### src/rtl/ra_cfg_loader_pkg.sv
// Shared definitions for the array-local config loader: widths, FSM state
// encoding, error-flag bundle and a bit-counter helper.
package ra_pkg;

  localparam int CFG_W     = 32;
  localparam int CNT_W     = 8;
  localparam int BIT_CNT_W = 6;

  typedef enum logic [2:0] {
    IDLE,
    ADDR,
    DATA,
    PAR,
    STOP,
    WRITE
  } state_t;

  typedef struct packed {
    logic par;
    logic frm;
    logic adr;
  } err_t;

  // True when the bit being sampled is the final one of a field of `len` bits.
  function automatic logic last_bit(input logic [BIT_CNT_W-1:0] cnt,
                                    input int unsigned len);
    return cnt == BIT_CNT_W'(len - 1);
  endfunction

endpackage

### src/rtl/ra_cfg_loader_if.sv
// Serial config port plus the shared write bus towards the ra_cfg targets.
// The loader uses the master view; whatever feeds the frames and watches the bus uses slave.
interface ra_cfg_loader_if
  import ra_pkg::*;
#(
  parameter int NUM_TGT = 8
) ();

  logic               sen;
  logic               sdi;
  logic [NUM_TGT-1:0] cfg_wr;
  logic [0:CFG_W-1]   cfg_dat;

  modport master (
    input  sen,
    input  sdi,
    output cfg_wr,
    output cfg_dat
  );

  modport slave (
    output sen,
    output sdi,
    input  cfg_wr,
    input  cfg_dat
  );

endinterface

### src/rtl/ra_cfg_shift.sv
// Frame datapath: shifts address+data bits in arrival order, counts bits
// within the current field and keeps the running even-parity of everything shifted.
module ra_cfg_shift
  import ra_pkg::*;
#(
  parameter int SR_W = CFG_W + 3
) (
  input  logic                 clk,
  input  logic                 reset,
  input  logic                 start,
  input  logic                 shift,
  input  logic                 cnt_clr,
  input  logic                 bit_in,
  output logic [0:SR_W-1]      word,
  output logic [BIT_CNT_W-1:0] cnt,
  output logic                 par
);

  // First bit received ends up in word[0], so the address MSB lands leftmost
  // and cfg_dat bit 0 sits directly after the address field.
  always_ff @(posedge clk or negedge reset) begin
    if (!reset) begin
      // NOTE: the shift register is reset like the rest so a frame aborted by
      // reset can never leave stale bits that look like a decoded word.
      word <= '0;
      cnt  <= '0;
      par  <= 1'b0;
    end else if (start) begin
      cnt <= '0;
      par <= 1'b0;
    end else if (shift) begin
      // NOTE: non-blocking assignments, so word, par and cnt all update from
      // their pre-edge values regardless of statement order.
      word <= {word[1:SR_W-1], bit_in};
      par  <= par ^ bit_in;
      cnt  <= cnt_clr ? '0 : cnt + BIT_CNT_W'(1);
    end
  end

endmodule

### src/rtl/ra_cfg_loader.sv
// Serial-to-parallel config initiator: decodes framed writes on sdi/sen and
// drives one-hot cfg_wr strobes plus a shared cfg_dat word to NUM_TGT ra_cfg targets.
module ra_cfg_loader
  import ra_pkg::*;
#(
  parameter int NUM_TGT = 8,
  parameter int ADDR_W  = 3
) (
  input  logic                 clk,
  input  logic                 reset,
  ra_cfg_loader_if.master      bus,
  input  logic                 clr_err,
  output logic                 busy,
  output logic                 err_par,
  output logic                 err_frm,
  output logic                 err_adr,
  output logic [CNT_W-1:0]     wr_cnt
);

  localparam int SR_W = ADDR_W + CFG_W;
  localparam logic [ADDR_W:0] TGT_LIM = (ADDR_W + 1)'(NUM_TGT);

  state_t               state;
  logic                 par_bad;
  err_t                 err_q;
  err_t                 frame_err;
  logic [NUM_TGT-1:0]   cfg_wr_q;
  logic [0:CFG_W-1]     cfg_dat_q;

  logic [0:SR_W-1]      word;
  logic [BIT_CNT_W-1:0] bit_cnt;
  logic                 par_acc;

  logic                 sen;
  logic                 sdi;
  logic                 frame_start;
  logic                 bit_take;
  logic                 addr_last;
  logic                 data_last;
  logic [ADDR_W-1:0]    addr;
  logic [0:CFG_W-1]     data;
  logic                 adr_ok;

  assign sen = bus.sen;
  assign sdi = bus.sdi;

  assign frame_start = (state == IDLE) && sen && !sdi;
  assign bit_take    = sen && ((state == ADDR) || (state == DATA));
  assign addr_last   = sen && (state == ADDR) && last_bit(bit_cnt, ADDR_W);
  assign data_last   = sen && (state == DATA) && last_bit(bit_cnt, CFG_W);

  ra_cfg_shift #(
    .SR_W (SR_W)
  ) u_shift (
    .clk     (clk),
    .reset   (reset),
    .start   (frame_start),
    .shift   (bit_take),
    .cnt_clr (addr_last || data_last),
    .bit_in  (sdi),
    .word    (word),
    .cnt     (bit_cnt),
    .par     (par_acc)
  );

  assign addr   = word[0:ADDR_W-1];
  assign data   = word[ADDR_W +: CFG_W];
  assign adr_ok = {1'b0, addr} < TGT_LIM;

  // Checks evaluated on the stop-bit sample; several may fail at once.
  always_comb begin
    // NOTE: default assignment first, so every path drives frame_err and no latch is inferred.
    frame_err     = '0;
    frame_err.par = par_bad;
    frame_err.frm = !sdi;
    frame_err.adr = !adr_ok;
  end

  always_ff @(posedge clk or negedge reset) begin
    if (!reset) begin
      state     <= IDLE;
      par_bad   <= 1'b0;
      err_q     <= '0;
      cfg_wr_q  <= '0;
      cfg_dat_q <= '0;
      wr_cnt    <= '0;
    end else begin
      cfg_wr_q <= '0;
      if (clr_err) err_q <= '0;

      unique case (state)
        IDLE: begin
          if (frame_start) state <= ADDR;
        end
        ADDR: begin
          if (addr_last) state <= DATA;
        end
        DATA: begin
          if (data_last) state <= PAR;
        end
        PAR: begin
          if (sen) begin
            par_bad <= par_acc ^ sdi;
            state   <= STOP;
          end
        end
        STOP: begin
          if (sen) begin
            if (frame_err == '0) begin
              state     <= WRITE;
              cfg_wr_q  <= NUM_TGT'(1) << addr;
              cfg_dat_q <= data;
              wr_cnt    <= wr_cnt + CNT_W'(1);
            end else begin
              state <= IDLE;
              // A new error in the same cycle as clr_err must survive the clear.
              err_q <= (clr_err ? err_t'('0) : err_q) | frame_err;
            end
          end
        end
        WRITE: begin
          state <= IDLE;
        end
        default: begin
          state <= IDLE;
        end
      endcase
    end
  end

  assign bus.cfg_wr  = cfg_wr_q;
  assign bus.cfg_dat = cfg_dat_q;
  assign busy        = (state != IDLE);
  assign err_par     = err_q.par;
  assign err_frm     = err_q.frm;
  assign err_adr     = err_q.adr;

endmodule

### src/flat_wrapper.sv
// flat-port wrapper written by rule: the top's interface ports become plain ports
module ra_cfg_loader_flat import ra_pkg::*;
#(
  parameter int NUM_TGT = 8,
  parameter int ADDR_W  = 3
)
  (clk, reset, clr_err, busy, err_par, err_frm, err_adr, wr_cnt, bus_sen, bus_sdi, bus_cfg_wr, bus_cfg_dat);
  ra_cfg_loader_if #(.NUM_TGT(NUM_TGT)) bus_i ();
  input  logic clk;
  input  logic reset;
  input  logic clr_err;
  output logic busy;
  output logic err_par;
  output logic err_frm;
  output logic err_adr;
  output logic [CNT_W-1:0] wr_cnt;
  input wire logic [$bits(bus_i.sen)-1:0] bus_sen;
  input wire logic [$bits(bus_i.sdi)-1:0] bus_sdi;
  output wire logic [$bits(bus_i.cfg_wr)-1:0] bus_cfg_wr;
  output wire logic [$bits(bus_i.cfg_dat)-1:0] bus_cfg_dat;
  assign bus_i.sen = bus_sen;
  assign bus_i.sdi = bus_sdi;
  assign bus_cfg_wr = bus_i.cfg_wr;
  assign bus_cfg_dat = bus_i.cfg_dat;
  ra_cfg_loader #(.NUM_TGT(NUM_TGT), .ADDR_W(ADDR_W)) u_core (.clk(clk), .reset(reset), .bus(bus_i), .clr_err(clr_err), .busy(busy), .err_par(err_par), .err_frm(err_frm), .err_adr(err_adr), .wr_cnt(wr_cnt));
endmodule
### config.mk
export PLATFORM = sky130hd
export DESIGN_NAME = ra_cfg_loader_flat
export DESIGN_NICKNAME = d
export VERILOG_FILES = /design/src/rtl/ra_cfg_loader_pkg.sv /design/src/rtl/ra_cfg_loader_if.sv /design/src/rtl/ra_cfg_shift.sv /design/src/rtl/ra_cfg_loader.sv /design/src/flat_wrapper.sv
export SDC_FILE = /design/constraint.sdc
export NUM_CORES = 1
export LEC_CHECK = 0
export CAP_MARGIN = 20
export CORE_AREA = 2 2 76 114
export DETAILED_ROUTE_END_ITERATION = 8
export DIE_AREA = 0 0 78 116
export DONT_BUFFER_PORTS = 1
export SLEW_MARGIN = 0
export SYNTH_ARGS = -nofsm -noshare
export SYNTH_HDL_FRONTEND = slang
export SYNTH_HIERARCHICAL = 1
export SYNTH_SLANG_ARGS = --single-unit
### constraint.sdc
create_clock -name clk -period 2.7 [get_ports clk]
set_input_delay 0.27 -clock clk [delete_from_list [all_inputs] [get_ports clk]]
set_output_delay 0.27 -clock clk [all_outputs]
set_load 0.1 [all_outputs]
* Word-level counts from Yosys, hierarchy flattened
Index checks and enable logic that the tools add are counted.
** Operators by class
- $lt $le $gt $ge :: 0
- Reduce and logical (&&, ||, !) cells :: 18
- $mul :: 0
- Multiplexer cells :: 19
- Equal/unequal tests :: 11
- Add/subtract/negate cells :: 2
- Bitwise operators :: 3
- Shifts and indexed selects :: 1
- Div/mod/pow operators :: 0
** Operators with widths (count)
- 3-bit two-way mux :: 10
- 8-bit two-way mux :: 3
- 6-bit two-way mux :: 3
- 3-bit case mux with 5 select lines :: 1
- 8-bit by 1-bit adder with 8-bit output, second input constant :: 1
- 1-bit by 3-bit left shift with 8-bit output, first input constant :: 1
- 1-bit logical AND :: 7
- 6-bit by 1-bit adder with 6-bit output, second input constant :: 1
- 3-bit by 2-bit == test with 1-bit output, second input constant :: 2
- 6-bit by 2-bit == test with 1-bit output, second input constant :: 1
- 6-bit by 5-bit == test with 1-bit output, second input constant :: 1
- 3-bit zero test :: 2
- 2-bit by 1-bit inequality test with 1-bit output, second input constant :: 3
- 5-bit AND reduction :: 1
- 2-bit inequality test, second input constant :: 2
- 2-bit AND reduction :: 2
- 3-bit by 1-bit == test with 1-bit output, second input constant :: 1
- 3-bit == test, second input constant :: 1
- 3-bit bitwise OR :: 1
- 3-bit AND reduction :: 1
- 3-bit nonzero test :: 1
- 1-bit logical OR :: 2
- 1-bit two-way mux :: 2
- 2-bit nonzero test :: 1
- other kinds (3) :: 3
** Storage, ports and cells
- ROM bits :: 0
- RAM bits :: 0
- Memories :: 0
- Register bits after elaboration :: 97
- Latch bits :: 0
- Bits of input ports :: 5

* Depth between registers and ports, before layout
- Depth in word-level cells :: 7
- Mapped depth :: 8
- Gate-level depth less buffers :: 6

* Cells and area by module
The synthesis kept the hierarchy.
** Modules (own cells, without submodules)
- ra_cfg_loader :: instances 1, cells an instance 232, area each 2239.6 µm², seq. area each 1351.3 µm²
- ra_cfg_shift :: instances 1, cells an instance 116, area each 1716.6 µm², seq. area each 1051.0 µm²

* Worst setup path before layout
OpenSTA, ideal clock, no wires.
- Path type :: flip-flop to flip-flop
- Start :: register u_core.state[2]
- End :: register u_core/u_shift/word[22] (netlist bit)
- Slack :: 0.692 ns
- Arrival :: 1.881 ns
- Stages on the path, launching flop included :: 7
- Cell sequence :: dfrtp_1 -> clkbuf_2 -> nand2b_1 -> nor4_1 -> nor2_8 -> buf_4 -> mux2_1
** Between the ends
- Cells in the longest elaborated chain, start to end :: 5
- Elaborated cells on any way between the ends :: 9
** RTL lines
- start: declaration :: RTL line ra_cfg_loader.sv:23 : state_t state;
- start signal: assignment :: RTL line ra_cfg_loader.sv:81 : state <= IDLE;
- start signal: assignment :: RTL line ra_cfg_loader.sv:93 : if (frame_start) state <= ADDR;
- start signal: assignment :: RTL line ra_cfg_loader.sv:96 : if (addr_last) state <= DATA;
- 3-bit zero test :: RTL line ra_cfg_loader.sv:47 : assign frame_start = (state == IDLE) && sen && !sdi;
- 1-bit logical AND (2 in series) :: RTL line ra_cfg_loader.sv:47
- via u_core.frame_start :: RTL line ra_cfg_loader.sv:36 : logic frame_start;
- 1-bit NOT (no line)
- 2-bit AND reduction (no line)
- end signal: assignment :: RTL line ra_cfg_shift.sv:34 : word <= {word[1:SR_W-1], bit_in};
- end: declaration :: RTL line ra_cfg_shift.sv:14 : output logic [0:SR_W-1] word,
The timed path passes the listed nets, and every way through them passes these cells.
A chain may end at the register's enable or synchronous reset.

* Worst setup path after layout
- Start :: register u_core.state[0]
- End :: register u_core/u_shift/word[1] (netlist bit)
** Between the ends
- Elaborated cells on any way between the ends :: 9
** RTL lines
- 3-bit by 1-bit == test with 1-bit output or 3-bit by 2-bit == test with 1-bit output (tied branches) :: RTL line ra_cfg_loader.sv:48 : assign bit_take = sen && ((state == ADDR) || (state == DATA));
- 1-bit logical OR * :: RTL line ra_cfg_loader.sv:48
- 1-bit logical AND * :: RTL line ra_cfg_loader.sv:48
- via u_core.bit_take :: RTL line ra_cfg_loader.sv:37 : logic bit_take;
- 2-bit AND reduction (no line) *
Mark *: on every way through the listed nets, which the timed path passes. The rest lies on a longest branch.

==> reports/results.txt <==
Placer Congestion: 0.769
First-pass GRT wire length: 12200 um
# setup viols final: 0
H-tree levels: 3
Placement Rows: 40
Async SR Flop Fraction: 100%
Post_cts resized: 0
Max clock buf depth: 2
Status: completed
Slew at the pin with the worst max-slew slack: 934 ps
Starting Density: 49.4%
RR Endpoint: u_core/u_shift/word[1]
Area grow syn2layout: 11.5%
Gr ovfl total: 0
Die span in y: 116 um
Hold crit path type: in2reg
CP arrival: 2400 ps
Synthesized net count: 355
Fin util: 55.1%
Simple-gate share of the synthesized area: 20.0%
Drt first-iter violations: 110
Worst Setup EP: u_core/u_shift/word[1]
Drt via density: 5.28
R2r startpoint: u_core/state[0]
Register area share after synthesis: 60.7%
Depth of the most critical reg-to-reg path: 5
DRC Markers: 0
ANT cells: 0
Clock Latency Late Sink: 330 ps
Clock-pin slew on the worst setup and hold paths: 60 ps
Flop2flop setup slack: 510 ps
CTS tree: built
FF+latch count, synth: 96
Mux share of post-synthesis cell area: 10.2%
Static leakage: 2.16 nW
CORE AREA: 0.00801 mm2
I/O Buffers: 0
WS Path Type: reg2reg
Mapped Area: 0.00396 mm2
Crit path launch: u_core/state[0]
# IOs: 57
Post-Synth XOR/XNOR Area: 1.99%
Synth Area in Adders: 0.633%
WP data required: 2920 ps
Synth unique cells: 51
RSZ-0062 raised after global routing: no
Vias in the first global route: 2509
Syn Area/Cell: 11.4 um2
Crit path time final: 2190 ps
Placed instance count: 449
Max-Cap Viols: 0
Hpwl dp: 4540 um
Mapped Cells: 348
Number of enable flip-flop cells after synthesis: 0
Max_slew headroom: 37.7%
TritonCTS Buffers: 9
Main flop type after synthesis: dfrtp_1
Fin. Hold Viols: 0
Total power per unit cell area: 841 mW/mm2
Final Non-Filler Cells: 467
DRT Wirelength: 7060 um
Die area: 0.00905 mm2
Dpl ws: 527 ps
Clk root buf: clkbuf_16
Synth Area in Compound Gates: 3.32%
Worst Setup End Kind: flop
Largest family of logic cells by synthesized area: simple AND/OR/NAND/NOR gates
Max Slew Vio Count: 0
Fin crit share: 81.0%
YS warnings: 6
Pre-Repair DR Iteration Count: 4
Initial antenna violation count: 0
Clk_skew: 4.26 ps
Setup WS post-layout: 513 ps
NumNets Final: 364
Routed len/inst: 15.1 um
Crit path launch type: flop
Layout cells sized above 1: 18.5%
Die width: 78 um
Worst Path Max Fanout: 35
FMAX: 457 MHz
Setup TNS: 0 ps
Via count: 2468
Routed Antenna Nets: 0
VDD IR-drop max: 0.000465 V
# clock sinks: 96
Pin count of the biggest net entering global routing: 97
GRT Overall Usage: 17.1%
-- worst min path at each step --
stage,cells after the start,startpoint,to
after CTS,1,bus_sdi,u_core/err_frm
after floorplan,0,reset,u_core/bus.cfg_dat[0]
final,1,bus_sdi,u_core/err_frm
after global placement,0,reset,u_core/wr_cnt[4]
after global routing,1,bus_sdi,u_core/err_frm
after detailed placement,0,reset,u_core/wr_cnt[5]
-- power breakdown --
| part | total (mW) | switching [mW] | leakage (nW) | internal, mW |
|---|---|---|---|---|
| combinational | 0.586 | 0.264 | 0.753 | 0.322 |
| clock | 1.19 | 0.509 | 0.143 | 0.676 |
| sequential | 1.94 | 0.238 | 1.26 | 1.70 |
-- cells in the final DEF, fill, tap and decap left out, drive strengths merged, types with 2 or more instances in the layout --
cell type / instances
nor4b: 3
a21oi: 7
nand4: 5
xnor2: 7
nand2b: 6
nand3b: 4
clkbuf: 12
nand3: 5
o22ai: 2
buf: 13
or4: 2
nand2: 108
nor4: 2
nor2b: 3
ha: 2
nor2: 8
o21ai: 2
nor3b: 3
mux2: 35
xor2: 2
inv: 7
nor3: 5
dfrtp: 96
clkinv: 3
-- final cells by class --
| type | count | area (um2) |
|---|---|---|
| Fill cell | 707 | 3590 |
| Clock buffer | 12 | 256 |
| Sequential cell | 96 | 2400 |
| Tap cell | 105 | 131 |
| Clock inverter | 4 | 27.5 |
| Inverter | 6 | 27.5 |
| Multi-Input combinational cell | 230 | 1440 |
| Timing Repair Buffer | 14 | 128 |
-- flip-flops by register name, indices dropped and copies added, names as in the netlist --
register,flops
u_core/err_par,1
u_core/par_bad,1
u_core/u_shift/word,35
u_core/u_shift/par,1
u_core/wr_cnt,8
u_core/err_frm,1
u_core/bus.cfg_wr,8
u_core/bus.cfg_dat,32
u_core/state,3
u_core/u_shift/cnt,6
-- cell usage after synthesis (2+ instances only) --
| cell type | count | area, um2 |
|---|---|---|
| nor3_1 | 5 | 25.0 |
| ha_1 | 2 | 25.0 |
| xnor2_1 | 7 | 61.3 |
| a21oi_1 | 7 | 35.0 |
| dfrtp_1 | 96 | 2400 |
| nor2b_1 | 3 | 18.8 |
| nor2_1 | 6 | 22.5 |
| nand2_1 | 108 | 405 |
| nand3b_1 | 4 | 30.0 |
| nand3_1 | 5 | 25.0 |
| mux2_2 | 29 | 327 |
| nand2b_1 | 6 | 37.5 |
| o21ai_0 | 2 | 10.0 |
| nor4_1 | 2 | 12.5 |
| nor3b_1 | 3 | 22.5 |
| nor4b_2 | 2 | 30.0 |
| inv_1 | 5 | 18.8 |
| xor2_1 | 2 | 17.5 |
| mux2_1 | 6 | 67.6 |
| clkbuf_1 | 5 | 18.8 |
| buf_2 | 4 | 20.0 |
| nand4_1 | 5 | 31.3 |
| buf_4 | 5 | 37.5 |
| o22ai_1 | 2 | 12.5 |
-- metrics by stage --
| stage | area [um2] | hold WS (ps) | power (mW) |
|---|---|---|---|
| 3_5_place_dp | 4090 | -23.0 | 2.52 |
| 6_report | 4410 | 30.1 | 3.71 |
| 3_3_place_gp | 4090 | -22.2 | 2.49 |
| 2_1_floorplan | 3960 | -25.6 | 2.40 |
| 5_1_grt | 4410 | 27.5 | 3.92 |
| 4_1_cts | 4410 | 15.6 | 3.76 |
-- logic make-up after synthesis --
kind of cell | Yosys count
AO/OA/AOI/OAI | 20
flip-flops | 96
adder cells (fa/ha/maj) | 2
other | 1
XOR/XNOR | 9
multiplexers | 36
buffers and inverters | 22
AND/OR/NAND/NOR | 162
-- critical path, stage by stage (launching register included) --
cell and delay (ps):
dfrtp_1 510, nand2b_1 220, a21oi_1 370, inv_6 90
nor2_8 470, mux2_2 400
-- routing by layer --
layer / routed length [um] / GRT usage (%)
met4: 109 / 7.72
met2: 3530 / 28.4
met3: 323 / 3.50
met1: 3090 / 21.6
met5: 0 / 0
-- repair_timing --
item	4_1_cts	5_1_grt
hold endpoints to repair	96	0
hold buffers	2	0
setup buffers	0	0
(Power assumes the default switching activity.)
